File: config.mk
export PLATFORM = sky130hd
export DESIGN_NAME = p405s_dsmmu_sprselarb_flat
export DESIGN_NICKNAME = d
export VERILOG_FILES = /design/src/rtl/p405s_dsmmu_sprselarb_if.sv /design/src/rtl/p405s_dsmmu_sprselarb.sv /design/src/flat_wrapper.sv
export SDC_FILE = /design/constraint.sdc
export NUM_CORES = 1
export LEC_CHECK = 0
export CORE_MARGIN = 2
export CORE_UTILIZATION = 35
export DETAILED_ROUTE_END_ITERATION = 10
export PLACE_DENSITY = 0.67
export SETUP_SLACK_MARGIN = 0.5
export SKIP_LAST_GASP = 1
export SLEW_MARGIN = 20
export SYNTH_ARGS = -nofsm -noshare
export SYNTH_HDL_FRONTEND = slang
export SYNTH_SLANG_ARGS = --single-unit
File: constraint.sdc
create_clock -name CB -period 3.15 [get_ports CB]
set_clock_uncertainty 0.05 [all_clocks]
set_input_delay 0.63 -clock CB [delete_from_list [all_inputs] [get_ports CB]]
set_output_delay 0.63 -clock CB [all_outputs]
set_load 0.005 [all_outputs]
File: src/rtl/p405s_dsmmu_sprselarb_if.sv
// ----------------------------------------------------------------------------
// p405s_dsmmu_sprselarb_if
// Bundles the request/grant/response signals and the shared SPR bit-selector
// connection used by the SPR selector arbiter.
//   slave  : the arbiter (consumes requests and selector outputs, drives grants,
//            responses and the selector EA)
//   master : the surroundings (I-side, D-side, SPR unit and the selector itself)
// Signals:
//   iReq/iEa, dReq/dEa        lookup requests and bit indices (EA bit 0 = MSB)
//   iGnt/dGnt                 one-cycle lookup grants
//   iRspVld/iRsp1/iRsp2       I-side response (true polarity)
//   dRspVld/dRsp1/dRsp2       D-side response (true polarity)
//   sprWrReq/sprWrGnt         SPR write interlock handshake
//   selEa                     EA driven to the shared selector
//   selSpr1Out_N/selSpr2Out_N inverted selector outputs
// ----------------------------------------------------------------------------
interface p405s_dsmmu_sprselarb_if;
  logic       iReq;
  logic [0:4] iEa;
  logic       iGnt;
  logic       iRspVld;
  logic       iRsp1;
  logic       iRsp2;
  logic       dReq;
  logic [0:4] dEa;
  logic       dGnt;
  logic       dRspVld;
  logic       dRsp1;
  logic       dRsp2;
  logic       sprWrReq;
  logic       sprWrGnt;
  logic [0:4] selEa;
  logic       selSpr1Out_N;
  logic       selSpr2Out_N;

  modport slave (
    input  iReq, iEa, dReq, dEa, sprWrReq, selSpr1Out_N, selSpr2Out_N,
    output iGnt, iRspVld, iRsp1, iRsp2, dGnt, dRspVld, dRsp1, dRsp2,
           sprWrGnt, selEa
  );

  modport master (
    output iReq, iEa, dReq, dEa, sprWrReq, selSpr1Out_N, selSpr2Out_N,
    input  iGnt, iRspVld, iRsp1, iRsp2, dGnt, dRspVld, dRsp1, dRsp2,
           sprWrGnt, selEa
  );
endinterface

File: src/rtl/p405s_dsmmu_sprselarb.sv
// ----------------------------------------------------------------------------
// p405s_dsmmu_sprselarb
// Arbitrates I-side and D-side lookups of the shared MMU 1-of-32 SPR bit
// selector, drives the selector EA, registers and re-inverts its outputs, and
// interlocks SPR writes so no lookup samples an SPR while it is being updated.
// Ports:
//   CB           core clock, rising edge
//   coreReset_N  asynchronous reset, active-low
//   bus          arbiter side of p405s_dsmmu_sprselarb_if
// Parameters:
//   D_PRIORITY   1: D-side priority with starvation guard, 0: round-robin
//   STARVE_MAX   lost contests after which the I-side is forced to win (1..7)
//   WR_HOLD_CYC  lookup-free cycles following an SPR write grant (1..7)
// ----------------------------------------------------------------------------
module p405s_dsmmu_sprselarb #(
  parameter int D_PRIORITY  = 1,
  parameter int STARVE_MAX  = 3,
  parameter int WR_HOLD_CYC = 2
) (
  input  logic                          CB,
  input  logic                          coreReset_N,
  p405s_dsmmu_sprselarb_if.slave        bus
);

  typedef enum logic {ST_ARB, ST_HOLD} state_t;

  localparam logic [2:0] LP_STARVE_MAX = 3'(STARVE_MAX);
  localparam logic [2:0] LP_HOLD_CYC   = 3'(WR_HOLD_CYC);

  state_t     r_state;
  logic [2:0] r_hold_cnt;
  logic [2:0] r_starve;
  logic       r_last_i;
  logic [0:4] r_selEa;
  logic       r_iRspVld;
  logic       r_iRsp1;
  logic       r_iRsp2;
  logic       r_dRspVld;
  logic       r_dRsp1;
  logic       r_dRsp2;

  logic       w_arb;
  logic       w_wr_gnt;
  logic       w_lookup;
  logic       w_i_forced;
  logic       w_i_wins;
  logic       w_iGnt;
  logic       w_dGnt;
  logic [0:4] w_selEa;

  // Grants are combinational in the request cycle; reset gates them so every
  // grant output is low while coreReset_N is asserted.
  assign w_arb    = (r_state == ST_ARB) && coreReset_N;
  assign w_wr_gnt = w_arb && bus.sprWrReq;
  assign w_lookup = w_arb && !bus.sprWrReq;

  // Contest resolution when both sides request: either the starvation guard
  // (D priority) or alternation away from the last winner (round-robin).
  assign w_i_forced = (D_PRIORITY != 0) ? (r_starve == LP_STARVE_MAX) : !r_last_i;
  assign w_i_wins   = bus.iReq && (!bus.dReq || w_i_forced);
  assign w_iGnt     = w_lookup && w_i_wins;
  assign w_dGnt     = w_lookup && bus.dReq && !w_i_wins;

  // The selector must see the winner's EA within the grant cycle so its output
  // can be captured at the edge that ends it.
  assign w_selEa = w_iGnt ? bus.iEa : (w_dGnt ? bus.dEa : r_selEa);

  assign bus.iGnt     = w_iGnt;
  assign bus.dGnt     = w_dGnt;
  assign bus.sprWrGnt = w_wr_gnt;
  assign bus.selEa    = w_selEa;
  assign bus.iRspVld  = r_iRspVld;
  assign bus.iRsp1    = r_iRsp1;
  assign bus.iRsp2    = r_iRsp2;
  assign bus.dRspVld  = r_dRspVld;
  assign bus.dRsp1    = r_dRsp1;
  assign bus.dRsp2    = r_dRsp2;

  always_ff @(posedge CB or negedge coreReset_N) begin
    if (!coreReset_N) begin
      r_state    <= ST_ARB;
      r_hold_cnt <= 3'd0;
      r_starve   <= 3'd0;
      r_last_i   <= 1'b1;
      r_selEa    <= 5'd0;
      r_iRspVld  <= 1'b0;
      r_iRsp1    <= 1'b0;
      r_iRsp2    <= 1'b0;
      r_dRspVld  <= 1'b0;
      r_dRsp1    <= 1'b0;
      r_dRsp2    <= 1'b0;
    end else begin
      case (r_state)
        ST_ARB: begin
          if (w_wr_gnt) begin
            r_state    <= ST_HOLD;
            r_hold_cnt <= LP_HOLD_CYC;
          end
        end
        ST_HOLD: begin
          // Last hold cycle returns to arbitration for the next cycle.
          if (r_hold_cnt <= 3'd1) begin
            r_state    <= ST_ARB;
            r_hold_cnt <= 3'd0;
          end else begin
            r_hold_cnt <= r_hold_cnt - 3'd1;
          end
        end
        default: r_state <= ST_ARB;
      endcase

      // Only a D win against a waiting I-side counts as a lost contest.
      if (w_iGnt) begin
        r_starve <= 3'd0;
      end else if (w_dGnt && bus.iReq && (r_starve != LP_STARVE_MAX)) begin
        r_starve <= r_starve + 3'd1;
      end

      if (w_iGnt) begin
        r_last_i <= 1'b1;
      end else if (w_dGnt) begin
        r_last_i <= 1'b0;
      end

      if (w_iGnt || w_dGnt) begin
        r_selEa <= w_selEa;
      end

      // Response stage: capture and re-invert selector outputs of the grant cycle.
      r_iRspVld <= w_iGnt;
      r_dRspVld <= w_dGnt;
      if (w_iGnt) begin
        r_iRsp1 <= !bus.selSpr1Out_N;
        r_iRsp2 <= !bus.selSpr2Out_N;
      end
      if (w_dGnt) begin
        r_dRsp1 <= !bus.selSpr1Out_N;
        r_dRsp2 <= !bus.selSpr2Out_N;
      end
    end
  end

endmodule

File: src/flat_wrapper.sv
// flat-port wrapper written by rule: the top's interface ports become plain ports
module p405s_dsmmu_sprselarb_flat 
#(
  parameter int D_PRIORITY  = 1,
  parameter int STARVE_MAX  = 3,
  parameter int WR_HOLD_CYC = 2
)
  (CB, coreReset_N, bus_iReq, bus_iEa, bus_dReq, bus_dEa, bus_sprWrReq, bus_selSpr1Out_N, bus_selSpr2Out_N, bus_iGnt, bus_iRspVld, bus_iRsp1, bus_iRsp2, bus_dGnt, bus_dRspVld, bus_dRsp1, bus_dRsp2, bus_sprWrGnt, bus_selEa);
  p405s_dsmmu_sprselarb_if bus_i ();
  input  logic CB;
  input  logic coreReset_N;
  input wire logic [$bits(bus_i.iReq)-1:0] bus_iReq;
  input wire logic [$bits(bus_i.iEa)-1:0] bus_iEa;
  input wire logic [$bits(bus_i.dReq)-1:0] bus_dReq;
  input wire logic [$bits(bus_i.dEa)-1:0] bus_dEa;
  input wire logic [$bits(bus_i.sprWrReq)-1:0] bus_sprWrReq;
  input wire logic [$bits(bus_i.selSpr1Out_N)-1:0] bus_selSpr1Out_N;
  input wire logic [$bits(bus_i.selSpr2Out_N)-1:0] bus_selSpr2Out_N;
  output wire logic [$bits(bus_i.iGnt)-1:0] bus_iGnt;
  output wire logic [$bits(bus_i.iRspVld)-1:0] bus_iRspVld;
  output wire logic [$bits(bus_i.iRsp1)-1:0] bus_iRsp1;
  output wire logic [$bits(bus_i.iRsp2)-1:0] bus_iRsp2;
  output wire logic [$bits(bus_i.dGnt)-1:0] bus_dGnt;
  output wire logic [$bits(bus_i.dRspVld)-1:0] bus_dRspVld;
  output wire logic [$bits(bus_i.dRsp1)-1:0] bus_dRsp1;
  output wire logic [$bits(bus_i.dRsp2)-1:0] bus_dRsp2;
  output wire logic [$bits(bus_i.sprWrGnt)-1:0] bus_sprWrGnt;
  output wire logic [$bits(bus_i.selEa)-1:0] bus_selEa;
  assign bus_i.iReq = bus_iReq;
  assign bus_i.iEa = bus_iEa;
  assign bus_i.dReq = bus_dReq;
  assign bus_i.dEa = bus_dEa;
  assign bus_i.sprWrReq = bus_sprWrReq;
  assign bus_i.selSpr1Out_N = bus_selSpr1Out_N;
  assign bus_i.selSpr2Out_N = bus_selSpr2Out_N;
  assign bus_iGnt = bus_i.iGnt;
  assign bus_iRspVld = bus_i.iRspVld;
  assign bus_iRsp1 = bus_i.iRsp1;
  assign bus_iRsp2 = bus_i.iRsp2;
  assign bus_dGnt = bus_i.dGnt;
  assign bus_dRspVld = bus_i.dRspVld;
  assign bus_dRsp1 = bus_i.dRsp1;
  assign bus_dRsp2 = bus_i.dRsp2;
  assign bus_sprWrGnt = bus_i.sprWrGnt;
  assign bus_selEa = bus_i.selEa;
  p405s_dsmmu_sprselarb #(.D_PRIORITY(D_PRIORITY), .STARVE_MAX(STARVE_MAX), .WR_HOLD_CYC(WR_HOLD_CYC)) u_core (.CB(CB), .coreReset_N(coreReset_N), .bus(bus_i));
endmodule
==> results by stage <==
Status:
- The run finished with clean final reports.

GRT:
- For this run, the total global-route usage over all layers was measured as 0.175.
- The via count of the first global-routing pass is 866.
- The layer flagged by global routing as most heavily used is met2.
- In the global route stage, met3 resource usage came out at 0.0191.
- After global routing the overflow that remains totals 0.
- The number of antenna violations at the first check in global routing came to 0.
- The largest net degree at the start of global routing is 16.
- In the global route stage, met2 resource usage came out at 0.298.
- The global-route wire length before repair is 3750 um.
- The global-route met1 utilization is 0.228.

Yosys:
- The post-synthesis cell count is 80.
- During synthesis, Yosys emitted a total of 0 warnings.
- In the synthesized netlist the dominant register cell turns out to be sky130_fd_sc_hd__dfrtp_1.
- A synthesized cell averages 11.2 um^2.
- After synthesis, the share of flip-flops with an asynchronous set or reset is 1.00.
- Counting flops and latches in the post-synthesis netlist gives 18.
- The most numerous cell in the Yosys netlist is sky130_fd_sc_hd__dfrtp_1.
- In the synthesized netlist, the cells that appear most often are sky130_fd_sc_hd__dfrtp_1, sky130_fd_sc_hd__a221o_1, sky130_fd_sc_hd__nand2_1.
- Counting flops with a built-in enable in the synthesized netlist gives 0.
- After synthesis, the cell types taking the most area are sky130_fd_sc_hd__dfrtp_1, sky130_fd_sc_hd__a221o_1, sky130_fd_sc_hd__ha_1.
- The post-synthesis instance area is 897 um^2.
- The leading area contributor after synthesis is sky130_fd_sc_hd__dfrtp_1.
- The net count of the mapped netlist is 101.
- The share of Yosys cell area claimed by the top area cell type is 0.502.
- In this run, distinct cell masters in the synthesized netlist total 26.
- For this run, the register share of the synthesized area comes to 0.502.

Power:
- Of the total power, the share spent switching nets is 0.319.
- Internal power comes to 665 uW.
- Of the total power, the clock network draws 0.147.
- The relative contribution of sequential cells to total power is 0.404.
- The leakage dissipation is 0.000696 uW.
- For this design the total switching power over the nets is 312 uW.
- Of the total power, combinational logic draws 0.449.
- For this design the ratio of total power to cell area is 657 nW/um^2.
- The peak supply drop is 0.417 mV.

Hold path:
- In this run the worst hold path is classified as in2async.

Critical path:
- The critical path is of the reg2out type.
- Traced cell by cell, the critical path runs through ha_2 > ha_4 > nor2b_4 > buf_6 > buf_6 > buf_6 > nor3b_2 > a221o_1 > buf_2.
- The most common cell type on the critical path is sky130_fd_sc_hd__buf_6.
- STA classifies the critical path endpoint as an output port.
- The maximum fanout along the worst path is 4.
- The data arrival time of the critical path is 1.92 ns.
- The required arrival time at the worst endpoint is 2.47 ns.
- The slowest stage cell on the critical path is sky130_fd_sc_hd__dfrtp_1.
- The worst setup path is launched from a flop.
- The largest stage delay on the critical path is 0.41 ns.

Timing:
- The final count of hold timing violations is 0.
- For the pin with the worst max-slew slack, the measured transition is 0.383 ns.
- For this run, the top clock speed supported by timing is 0.384 GHz.
- The headroom to the max-slew limit is 0.745.
- The smallest clock period supported by the final layout is computed as 2.60 ns.
- The final setup violation count is 0.
- Setup total negative slack on the finished layout was measured at 0 ns.
- The post-route worst hold slack is 0.364 ns.
- The smallest setup slack after layout is 0.548 ns.
- The total count of max-transition violations in the final report is 0.
- Setup repair after global routing could not meet its margin everywhere.
- Of the available clock period, the critical path in the final layout requires 0.826.

Clock network:
- The clock passes through at most 2 buffers.
- The tree built by TritonCTS fans out to 18 sinks.
- The clock tree from TritonCTS is yes.
- The cell chosen for the clock root is sky130_fd_sc_hd__clkbuf_4.
- In this run the number of H-tree levels came out at 1.
- The worst-skew pair later-pin latency is 0.29 ns.
- Counting the buffers created by CTS gives 3.
- After clock tree synthesis, the flow added hold-fix buffers numbering 0.
- The clock slew seen by the registers of the worst setup and hold paths is 0.11 ns.

Layout:
- For this run, the number of standard cells in the final layout without fillers is 164.
- Measured on the finished design, the core utilization comes to 0.606.
- The final antenna diode count is 0.
- The final layout net count is 156.
- The ratio of cells with drive above 1 in the final layout is 0.358.
- The area growth from synthesis to layout is 65.7%.

Routing:
- The average wire per cell in the routed design is 15.1 um.
- Summed over all layers, the routed wires come to 2470 um.
- The detailed-routing iteration count for the pre-antenna-repair pass is 4.
- The antenna violation net count after detailed routing is 0.
- The initial detailed-routing violation count is 15.
- Across all layers, the routed design uses 832 vias.
- The DRC violation count after routing is 0.
- The routed via count divided by cell count is 5.07.

Place:
- The detailed placer's ending HPWL is 1630 um.
- The weighted congestion reported at the end of routability-driven placement is 0.810.
- At the placement stage, the worst setup path has a slack of -0.111 ns.
- Input and output buffers added on the ports amount to 30.
- The placed instance count is 146.

Floorplan:
- The number of core rows is 18.
- The starting density of the core is 0.365.
- The floorplan die height is 54.6 um.
- The core region is 2450 um^2.
- The horizontal die dimension is 54.6 um.
- The I/O pin count is 31.
- The die covers 2980 um^2.

Flow run:
- The reported max-cap violation count is 0.
-- routing by layer --
metal,routed length (um),part of all wire
met3,75,0.030
met2,1360,0.55
met5,0,0
met4,12,0.0049
met1,1020,0.41
-- path summary, 6_finish.rpt --
| check | from | endpoint | slack [ns] | depth (start not counted) |
|---|---|---|---|---|
| max | u_core.r_starve[1]$_DFFE_PN0P_ | bus_selEa[3] | 0.55 | 9 |
| max reg2reg | u_core.r_starve[0]$_DFFE_PN0P_ | u_core.r_selEa[4]$_DFFE_PN0P_ | 1.38 | 7 |
| min | coreReset_N | u_core.r_hold_cnt[1]$_DFFE_PN0P_ | 0.36 | 2 |
| max in group asynchronous | coreReset_N | u_core.bus.dRspVld$_DFF_PN0_ | 2.46 | 2 |
| min in group CB | u_core.r_starve[2]$_DFFE_PN0P_ | u_core.r_starve[2]$_DFFE_PN0P_ | 0.46 | 2 |
| min reg2reg | u_core.r_starve[2]$_DFFE_PN0P_ | u_core.r_starve[2]$_DFFE_PN0P_ | 0.46 | 2 |
-- cell families after synthesis --
group           synth area share
mux                       0.0223
flops                      0.502
buf+inv                   0.0544
simple gates               0.151
fa+ha+maj                 0.0558
compound gates             0.215
-- worst max-delay path, delay by kind of cell, from the launching register on --
kind | cells | cell delay (ns)
flops | 1 | 0.41
fa+ha+maj | 2 | 0.37
simple gates | 2 | 0.17
buf+inv | 4 | 0.43
compound gates | 1 | 0.26
-- final cells by class --
type | instances | area (um^2)
clock buffers | 4 | 36.3
repair buffers | 54 | 468
multi-input cells | 52 | 472
well taps | 30 | 37.5
fillers | 215 | 968
flip-flops and latches | 18 | 450
inverters | 6 | 22.5
-- registers in the layout (all words and copies together) (netlist names) --
signal              cells
u_core.bus.dRsp1        1
u_core.bus.dRsp2        1
u_core.bus.dRspVld      1
u_core.bus.iRsp1        1
u_core.bus.iRsp2        1
u_core.bus.iRspVld      1
u_core.r_hold_cnt       3
u_core.r_selEa          5
u_core.r_starve         3
u_core.r_state          1
-- per-stage QoR --
| step | total power (uW) | instance area [um^2] |
|---|---|---|
| after CTS | 965 | 1460 |
| final | 976 | 1490 |
| after detailed placement | 797 | 1280 |
| after floorplan | 586 | 897 |
| after global placement | 786 | 1280 |
| after global routing | 1060 | 1490 |
-- layout by cell type (no fill, tap or decap), drive strengths merged --
| cell | netlist | layout |
|---|---|---|
| clkdlybuf4s50 | 0 | 19 |
| nand2 | 8 | 8 |
| clkbuf | 1 | 8 |
| and3 | 1 | 1 |
| nor2 | 2 | 2 |
| a21o | 1 | 1 |
| mux2i | 2 | 2 |
| nand2b | 1 | 1 |
| buf | 3 | 25 |
| ha | 4 | 4 |
| o21ba | 1 | 1 |
| dlymetal6s2s | 0 | 1 |
| o31ai | 3 | 3 |
| a21oi | 1 | 1 |
| clkdlybuf4s15 | 0 | 2 |
| dlygate4sd2 | 0 | 3 |
| nor3b | 6 | 6 |
| dfrtp | 18 | 18 |
| o221ai | 1 | 1 |
| o2bb2ai | 1 | 1 |
| inv | 6 | 6 |
| nor2b | 1 | 1 |
| nand3b | 1 | 1 |
| nor3 | 1 | 1 |
| a221o | 10 | 10 |
| nand4bb | 1 | 1 |
| o21ai | 6 | 6 |
-- repair_timing --
action | in CTS | in global routing
gates resized for setup | 26 | 17
pin swaps | 4 | 2
endpoints found under the setup margin | 8 | 6
setup buffers | 11 | 3
-- power by group through the flow --
stage | Combinational, uW | Clock [uW] | Sequential, uW
final | 438 | 143 | 395
after global routing | 487 | 162 | 408
after CTS | 426 | 147 | 391
after detailed placement | 402 | 0 | 395
after global placement | 397 | 0 | 388
after floorplan | 205 | 0 | 382
Note: power is estimated with default switching activity, not from simulation.
